`config.mk`:
```
export PLATFORM = sky130hd
export DESIGN_NAME = rv32i_inst_encoder
export DESIGN_NICKNAME = d
export VERILOG_FILES = /design/src/rtl/rv32i_enc_pkg.sv /design/src/rtl/rv32i_imm_packer.sv /design/src/rtl/rv32i_inst_encoder.sv
export SDC_FILE = /design/constraint.sdc
export NUM_CORES = 1
export LEC_CHECK = 0
export ABC_AREA = 1
export CORE_UTILIZATION = 50
export CTS_CLUSTER_DIAMETER = 120
export DETAILED_ROUTE_END_ITERATION = 8
export PLACE_DENSITY = 0.79
export SLEW_MARGIN = 20
export SYNTH_ARGS = -nofsm -noshare
export SYNTH_HDL_FRONTEND = slang
export SYNTH_SLANG_ARGS = --single-unit
```
`constraint.sdc`:
```
create_clock -name clk -period 3.6 [get_ports clk]
set_input_delay 0.36 -clock clk [delete_from_list [all_inputs] [get_ports clk]]
set_output_delay 0.36 -clock clk [all_outputs]
set_load 0.03 [all_outputs]
```
`src/rtl/rv32i_enc_pkg.sv`:
```
// Shared RV32I encoder definitions: instruction class codes, major opcodes,
// the class-to-opcode mapping and the stage-1 request record.
// Also used by the decoder regression bench.
package rv32i_enc_pkg;

  typedef enum logic [3:0] {
    CLS_R     = 4'd0,
    CLS_I_L   = 4'd1,
    CLS_I_C   = 4'd2,
    CLS_JALR  = 4'd3,
    CLS_S     = 4'd4,
    CLS_B     = 4'd5,
    CLS_LUI   = 4'd6,
    CLS_AUIPC = 4'd7,
    CLS_JAL   = 4'd8
  } enc_class_e;

  localparam logic [3:0] CLS_LAST = 4'd8;

  localparam logic [6:0] OP_R     = 7'b0110011;
  localparam logic [6:0] OP_I_L   = 7'b0000011;
  localparam logic [6:0] OP_I_C   = 7'b0010011;
  localparam logic [6:0] OP_JALR  = 7'b1100111;
  localparam logic [6:0] OP_S     = 7'b0100011;
  localparam logic [6:0] OP_B     = 7'b1100011;
  localparam logic [6:0] OP_LUI   = 7'b0110111;
  localparam logic [6:0] OP_AUIPC = 7'b0010111;
  localparam logic [6:0] OP_JAL   = 7'b1101111;

  // Request fields captured in stage 1, opcode already resolved.
  typedef struct packed {
    logic [3:0]  cls;
    logic [2:0]  funct3;
    logic        f7b5;
    logic [4:0]  rd;
    logic [4:0]  rs1;
    logic [4:0]  rs2;
    logic [31:0] imm;
    logic [6:0]  opcode;
  } s1_req_t;

  // Illegal classes map to an all-zero opcode; the word is zeroed later anyway.
  function automatic logic [6:0] class_opcode(input logic [3:0] cls);
    case (cls)
      CLS_R:     return OP_R;
      CLS_I_L:   return OP_I_L;
      CLS_I_C:   return OP_I_C;
      CLS_JALR:  return OP_JALR;
      CLS_S:     return OP_S;
      CLS_B:     return OP_B;
      CLS_LUI:   return OP_LUI;
      CLS_AUIPC: return OP_AUIPC;
      CLS_JAL:   return OP_JAL;
      default:   return 7'b0000000;
    endcase
  endfunction

  function automatic logic class_legal(input logic [3:0] cls);
    return cls <= CLS_LAST;
  endfunction

endpackage

```
`src/rtl/rv32i_imm_packer.sv`:
```
// Combinational immediate placement for every RV32I format. imm_bits holds
// only the immediate-derived bits in their final instruction positions
// (plus the funct7 bit of immediate shifts); all other bits are 0.
// Optional build macro ENC_RANGE_CHECK_EN enables the immediate range check;
// without it range_err is tied low and out-of-range values truncate.
module rv32i_imm_packer
  import rv32i_enc_pkg::*;
(
  input  logic [3:0]  cls,
  input  logic [2:0]  funct3,
  input  logic        f7b5,
  input  logic [31:0] imm,
  output logic [31:0] imm_bits,
  output logic        range_err
);

  logic is_shift;

  assign is_shift = (cls == CLS_I_C) && ((funct3 == 3'b001) || (funct3 == 3'b101));

  // Scatter immediate bits into the field layout of the selected format.
  always_comb begin
    imm_bits = '0;
    case (cls)
      CLS_I_L, CLS_JALR: imm_bits = {imm[11:0], 20'b0};
      CLS_I_C: begin
        if (is_shift) imm_bits = {1'b0, f7b5, 5'b0, imm[4:0], 20'b0};
        else          imm_bits = {imm[11:0], 20'b0};
      end
      CLS_S:             imm_bits = {imm[11:5], 13'b0, imm[4:0], 7'b0};
      CLS_B:             imm_bits = {imm[12], imm[10:5], 13'b0, imm[4:1], imm[11], 7'b0};
      CLS_LUI, CLS_AUIPC: imm_bits = {imm[31:12], 12'b0};
      CLS_JAL:           imm_bits = {imm[20], imm[10:1], imm[11], imm[19:12], 12'b0};
      default:           imm_bits = '0;
    endcase
  end

`ifdef ENC_RANGE_CHECK_EN
  // A signed value fits in N bits when every bit from N-1 upward matches.
  logic fits12, fits13, fits21;

  assign fits12 = (&imm[31:11]) | ~(|imm[31:11]);
  assign fits13 = (&imm[31:12]) | ~(|imm[31:12]);
  assign fits21 = (&imm[31:20]) | ~(|imm[31:20]);

  // Flag immediates that cannot be represented without truncation.
  always_comb begin
    range_err = 1'b0;
    case (cls)
      CLS_I_L, CLS_JALR, CLS_S: range_err = ~fits12;
      CLS_I_C: begin
        if (is_shift) range_err = |imm[31:5];
        else          range_err = ~fits12;
      end
      CLS_B:              range_err = ~fits13 | imm[0];
      CLS_JAL:            range_err = ~fits21 | imm[0];
      CLS_LUI, CLS_AUIPC: range_err = |imm[11:0];
      default:            range_err = 1'b0;
    endcase
  end
`else
  assign range_err = 1'b0;
`endif

endmodule

```
`src/rtl/rv32i_inst_encoder.sv`:
```
// RV32I instruction encoder: class + operand fields -> 32-bit instruction.
// Two-stage valid/ready pipeline, one word per cycle, at most two in flight.
// Stage 1 registers the request and resolves the opcode; stage 2 packs the
// word and flags illegal classes. Build macro ENC_RANGE_CHECK_EN (in
// rv32i_imm_packer) additionally turns unrepresentable immediates into errors.
module rv32i_inst_encoder
  import rv32i_enc_pkg::*;
(
  input  logic        clk,
  input  logic        rst,
  input  logic        in_valid,
  output logic        in_ready,
  input  logic [3:0]  in_class,
  input  logic [2:0]  in_funct3,
  input  logic        in_f7b5,
  input  logic [4:0]  in_rd,
  input  logic [4:0]  in_rs1,
  input  logic [4:0]  in_rs2,
  input  logic [31:0] in_imm,
  output logic        out_valid,
  input  logic        out_ready,
  output logic [31:0] out_instr,
  output logic        out_err
);

  s1_req_t     s1_q;
  logic        s1_valid;
  logic        s2_load;
  logic        s1_advance;
  logic        in_fire;
  logic [31:0] imm_bits;
  logic        range_err;
  logic [31:0] word;
  logic        err_next;
  logic [31:0] instr_next;

  // Stage 2 refills when empty or when its word leaves this cycle.
  assign s2_load    = ~out_valid | out_ready;
  assign s1_advance = s1_valid & s2_load;
  assign in_ready   = ~s1_valid | s1_advance;
  assign in_fire    = in_valid & in_ready;

  // Stage 1: capture the request and resolve its opcode.
  always_ff @(posedge clk or posedge rst) begin
    if (rst) begin
      s1_valid <= 1'b0;
      s1_q     <= '0;
    end else if (in_fire) begin
      s1_valid      <= 1'b1;
      s1_q.cls      <= in_class;
      s1_q.funct3   <= in_funct3;
      s1_q.f7b5     <= in_f7b5;
      s1_q.rd       <= in_rd;
      s1_q.rs1      <= in_rs1;
      s1_q.rs2      <= in_rs2;
      s1_q.imm      <= in_imm;
      s1_q.opcode   <= class_opcode(in_class);
    end else if (s1_advance) begin
      s1_valid <= 1'b0;
    end
  end

  rv32i_imm_packer u_imm_packer (
    .cls       (s1_q.cls),
    .funct3    (s1_q.funct3),
    .f7b5      (s1_q.f7b5),
    .imm       (s1_q.imm),
    .imm_bits  (imm_bits),
    .range_err (range_err)
  );

  // Merge register fields, funct3 and opcode with the placed immediate.
  always_comb begin
    word = '0;
    case (s1_q.cls)
      CLS_R:
        word = {1'b0, s1_q.f7b5, 5'b0, s1_q.rs2, s1_q.rs1, s1_q.funct3, s1_q.rd, s1_q.opcode};
      CLS_I_L, CLS_I_C:
        word = imm_bits | {12'b0, s1_q.rs1, s1_q.funct3, s1_q.rd, s1_q.opcode};
      CLS_JALR:
        word = imm_bits | {12'b0, s1_q.rs1, 3'b000, s1_q.rd, s1_q.opcode};
      CLS_S, CLS_B:
        word = imm_bits | {7'b0, s1_q.rs2, s1_q.rs1, s1_q.funct3, 5'b0, s1_q.opcode};
      CLS_LUI, CLS_AUIPC, CLS_JAL:
        word = imm_bits | {20'b0, s1_q.rd, s1_q.opcode};
      default:
        word = '0;
    endcase
  end

  // An erroneous request still produces a word, but always an all-zero one.
  assign err_next   = ~class_legal(s1_q.cls) | range_err;
  assign instr_next = err_next ? 32'h0 : word;

  // Stage 2: output register; holds steady while the consumer stalls.
  always_ff @(posedge clk or posedge rst) begin
    if (rst) begin
      out_valid <= 1'b0;
      out_instr <= '0;
      out_err   <= 1'b0;
    end else if (s2_load) begin
      out_valid <= s1_valid;
      if (s1_valid) begin
        out_instr <= instr_next;
        out_err   <= err_next;
      end
    end
  end

endmodule

```
# Word-level counts from Yosys, hierarchy flattened

Memory sizes are Yosys's and may differ from the RTL's. A register that Yosys moved wholly into a read port is not among the register bits.
Cells that the tools add are included.

$lt $le $gt $ge: 1
Eq/ne operators: 10
Mux-type cells: 6
Bitwise operators: 11
Reductions and logical operators: 10

Operators by type and width:

| kind                                                                   | number |
|---|---|
| 32-bit case mux with 6 select lines                                    | 1 |
| 32-bit case mux with 5 select lines                                    | 1 |
| 32-bit 2-to-1 mux                                                      | 2 |
| 32-bit by 20-bit bitwise OR with 32-bit output                         | 2 |
| 32-bit by 12-bit bitwise OR with 32-bit output                         | 1 |
| 32-bit by 25-bit bitwise OR with 32-bit output                         | 1 |
| 4-bit by 3-bit equality test with 1-bit output (second input constant) | 4 |
| 4-bit by 2-bit equality test with 1-bit output (second input constant) | 2 |
| 2-bit OR reduction                                                     | 4 |
| 4-bit by 1-bit equality test with 1-bit output (second input constant) | 1 |
| 4-bit equality test (second input constant)                            | 1 |
| 4-bit less-or-equal comparator (second input constant)                 | 1 |
| 4-bit logical NOT                                                      | 1 |
| 3-bit by 1-bit equality test with 1-bit output (second input constant) | 1 |
| 3-bit equality test (second input constant)                            | 1 |
| 1-bit NOT                                                              | 3 |
| 3-bit OR reduction                                                     | 1 |
| 1-bit AND                                                              | 2 |
| 1-bit 2-to-1 mux                                                       | 2 |
| 1-bit bitwise OR                                                       | 2 |
| 2-bit AND reduction                                                    | 1 |
| 2-bit nonzero test                                                     | 1 |
| 1-bit logical AND                                                      | 1 |
| 1-bit logical OR                                                       | 1 |

Bits in registers: 90
ROM bits: 112
Bits of input ports: 59
Output and inout bits: 35
Logic and storage cells: 50
Memories: 1

Memory list:

| name             | depth | bits a word | read ports | clocked after memory_dff | wr ports | RTL line            | source |
|---|---|---|---|---|---|---|---|
| (name not given) | 16    | 7           | 1          | 1                        | 0        | rv32i_enc_pkg.sv:44 | `case (cls)` |

# Longest topological paths before layout

Depth after elaboration: 8
Mapped depth: 10
Gate-level depth less buffers: 9

# Hierarchy

Synthesis repeated with hierarchy kept, for this count alone.

Cells, all modules: 633
Area, all modules: 4787.1 sq um

Modules (own cells, without submodules):

| module             | instances | cells an instance | area each (sq um) | seq. area each (sq um) |
|---|---|---|---|---|
| rv32i_inst_encoder | 1         | 530               | 4301.6            | 2402.3 |
| rv32i_imm_packer   | 1         | 103               | 485.5             | 0.0 |

# Worst setup path after synthesis

No wires, ideal clock.

Path kind: register -> register
From: reg out_valid
To: reg, netlist name s1_q[16]
Library setup time: 0.116 ns
Arrival: 1.443 ns
Data required time: 3.484 ns
Path slack: 2.041 ns
Cell stages (with the launch flop): 8
Buffers on the path: 2
Period minus slack after synthesis: 1.559 ns
Cells stage by stage: dfrtp_1 -> nand3_2 -> nand2_2 -> inv_2 -> buf_4 -> buf_2 -> nand2_1 -> nand2_1

Cells in the longest elaborated chain, start to end: 5

RTL lines:

| item                   | RTL line                  | source |
|---|---|---|
| from (decl)            | rv32i_inst_encoder.sv:20  | `output logic out_valid,` |
| from (signal assigned) | rv32i_inst_encoder.sv:102 | `out_valid <= s1_valid;` |
| 1-bit NOT              | rv32i_inst_encoder.sv:38  | `assign s2_load = ~out_valid \| out_ready;` |
| 1-bit bitwise OR       | rv32i_inst_encoder.sv:38  |  |
| 1-bit AND              | rv32i_inst_encoder.sv:39  | `assign s1_advance = s1_valid & s2_load;` |
| 1-bit bitwise OR       | rv32i_inst_encoder.sv:40  | `assign in_ready = ~s1_valid \| s1_advance;` |
| net in_ready           | rv32i_inst_encoder.sv:12  | `output logic in_ready,` |
| 1-bit AND              | rv32i_inst_encoder.sv:41  | `assign in_fire = in_valid & in_ready;` |

The timed path passes the listed nets, and every way through them passes these cells.
A chain may end at the register's enable or synchronous reset.

# Worst setup path after layout

From: in out_ready
To: out in_ready

Cells in the longest elaborated chain, start to end: 3

RTL lines:

| item             | RTL line                 | source |
|---|---|---|
| from (decl)      | rv32i_inst_encoder.sv:21 | `input logic out_ready,` |
| 1-bit bitwise OR | rv32i_inst_encoder.sv:38 |  |
| 1-bit AND        | rv32i_inst_encoder.sv:39 |  |
| 1-bit bitwise OR | rv32i_inst_encoder.sv:40 |  |
| to (decl)        | rv32i_inst_encoder.sv:12 |  |

Every way passes these cells.

==> metrics <==
Tot Pwr=3110 µW; CTS Buf Count=9; worst reg-to-reg setup slack=1.72 ns; clock-pin slew on the worst setup and hold paths=0.09 ns; DR vias/cell=4.91; via count=3581; Ports=94; Fin Clk Skew=0.0107 ns; CP startpoint kind=input pin; Worst Hold End=out_instr[16]; vias in the first global route=3450; Hold Crit Depth=2; clock sinks=95; status=finished, final reports clean; largest net degree at the start of global routing=96; maximum fanout along the worst path=3; DRC=0; # H-tree levels=3; initial antenna violation count=0; CTS tree=done; Mean Syn Cell Area=7.87 µm²; relative max-transition margin=32.4%; Min-Delay Path Class=reg2reg; Global Route Usage Sum=23.4%; drt first pass iters=4; Starting Density=51.4%; Final setup viols=0; detailed placement HPWL=6450 µm; CP required=3.24 ns; Rows=33; Max Clk Rate=0.504 GHz; DRT Wirelength=9380 µm; Chip Height=93.7 µm; Mapped Area=4200 µm²; reg2reg start=s1_q[59]; Final Critical Period=1.98 ns; clk_lat worst skew=0.35 ns; pre-CTS WS=1.41 ns; static leakage=0.00278 µW; endpoint kind of the worst setup timing path=output pin; Worst-Margin Slew=1.01 ns; ANT cells=0; DRC marker count from the first detailed-route iteration=157; PortBufs=93; Peak VDD IR=0.260 mV; GPL Wtd Cong=0.887; wire per inst=12.8 µm; post-synthesis cell type count=22; postcts setup bufs=0; Mapped Nets=597; worst r2r dst=out_instr[31]; Longest Clk Path Bufs=2; RSZ-0062 raised after global routing=false; reported max-cap violation count=0; post-route ant nets=0; reg2reg path depth=8; Clk Tree Root Cell=clkbuf_8; hold violation count in the final report=0; fraction of layout cells with a size suffix above 1=5.12%; max-slew violation count=0; Hold Startpoint=out_instr[16]; DIE AREA=8780 µm²; total negative setup slack=0 ns; Pwr per Cell Area=576 nW/µm²; register area share after synthesis=56.5%; period utilization=55.1%; yosys warns=0; post-synthesis cell count=534; global route total overflow=0; setup ws final=1.62 ns; Layout Nets=683; CP Class=in2out; cts hold-fix bufs=0; area growth from synthesis to layout=28.3%; Core Region=8180 µm²; Yosys reg bits=95; post-CTS sizing=0; Arr. time, crit path=1.62 ns; die extent in x=93.7 µm; first-pass GRT wire length=15900 µm
report_power, final:
part | switching (µW) | total (µW) | internal (µW)
Clock | 358 | 716 | 358
Sequential | 128 | 1400 | 1270
Combinational | 604 | 990 | 386
Total | 1090 | 3110 | 2020
worst max-delay path by stage:
stage / start / end / slack [ns] / cells after the start
after floorplan: rst / out_err / 0.76 / 1
after global placement: out_ready / s1_q[3] / 1.50 / 7
after detailed placement: out_ready / s1_q[61] / 1.41 / 6
after CTS: out_ready / in_ready / 1.61 / 4
after global routing: s1_q[59] / out_instr[31] / 1.52 / 8
final: out_ready / in_ready / 1.62 / 4
sequential cells by signal, summed over array words and instances (netlist names):
name       cells
out_err        1
s1_q          61
out_valid      1
s1_valid       1
out_instr     31
critical path: stages:
cell and delay (ns):
clkdlybuf4s50_1 0.45, inv_1 0.05, nand3_2 0.08, clkdlybuf4s50_1 0.67
cell usage after synthesis (all sizes together):
master / count / area, µm²
nand3: 14 / 75.1
o21ai: 36 / 184
inv: 32 / 120
nand2: 315 / 1190
a21oi: 1 / 5.00
clkbuf: 11 / 41.3
nand4: 1 / 6.26
buf: 9 / 58.8
o22ai: 1 / 6.26
dfrtp: 95 / 2380
o21a: 2 / 15.0
o21bai: 1 / 7.51
ha: 4 / 50.1
nor2: 12 / 65.1
layer usage:
layer	GRT usage, %	vias to the layer above	part of all wire [%]
li1	-	1792	-
met1	31.4	1678	46
met2	38.5	96	49
met3	3.64	15	4.3
met4	8.21	0	1.5
met5	0	-	0
logic make-up after synthesis:
| logic type | Yosys count | synth area share (%) |
|---|---|---|
| AO/OA/AOI/OAI | 41 | 5.18 |
| buffers and inverters | 52 | 5.24 |
| flip-flops | 95 | 56.5 |
| AND/OR/NAND/NOR | 342 | 31.8 |
| adder cells (fa/ha/maj) | 4 | 1.19 |
stage by stage:
step | hold slack [ns] | utilization, % | cells | area (µm²)
floorplan | 0.449 | - | 534 | 4200
global placement | 0.462 | 63.4 | 714 | 5180
detailed placement | 0.466 | 63.4 | 714 | 5180
CTS | 0.487 | 65.9 | 730 | 5390
global route | 0.498 | 66.0 | 730 | 5390
finish | 0.484 | 66.0 | 730 | 5390
layout by cell type, fill, tap and decap left out, types with 2 or more instances in the layout:
| cell | Yosys | final |
|---|---|---|
| clkinv_2 | 0 | 2 |
| clkdlybuf4s50_1 | 0 | 93 |
| o21a_1 | 2 | 2 |
| ha_1 | 4 | 4 |
| dfrtp_1 | 95 | 95 |
| nand2_2 | 4 | 4 |
| nor2_2 | 2 | 2 |
| nand3_1 | 13 | 13 |
| inv_2 | 3 | 3 |
| nor2_1 | 8 | 8 |
| nor2_4 | 2 | 2 |
| clkbuf_8 | 0 | 11 |
| buf_4 | 3 | 2 |
| o21ai_0 | 35 | 35 |
| nand2_1 | 311 | 311 |
| inv_1 | 29 | 28 |
cell type report:
cell class	instances	area, µm²
fill	714	2780
tap	105	131
sequential	95	2380
clock inverter	5	56.3
timing repair buffer	95	946
inverter	32	125
clock buffer	11	151
multi-input combinational	387	1610
(Power assumes the default switching activity.)
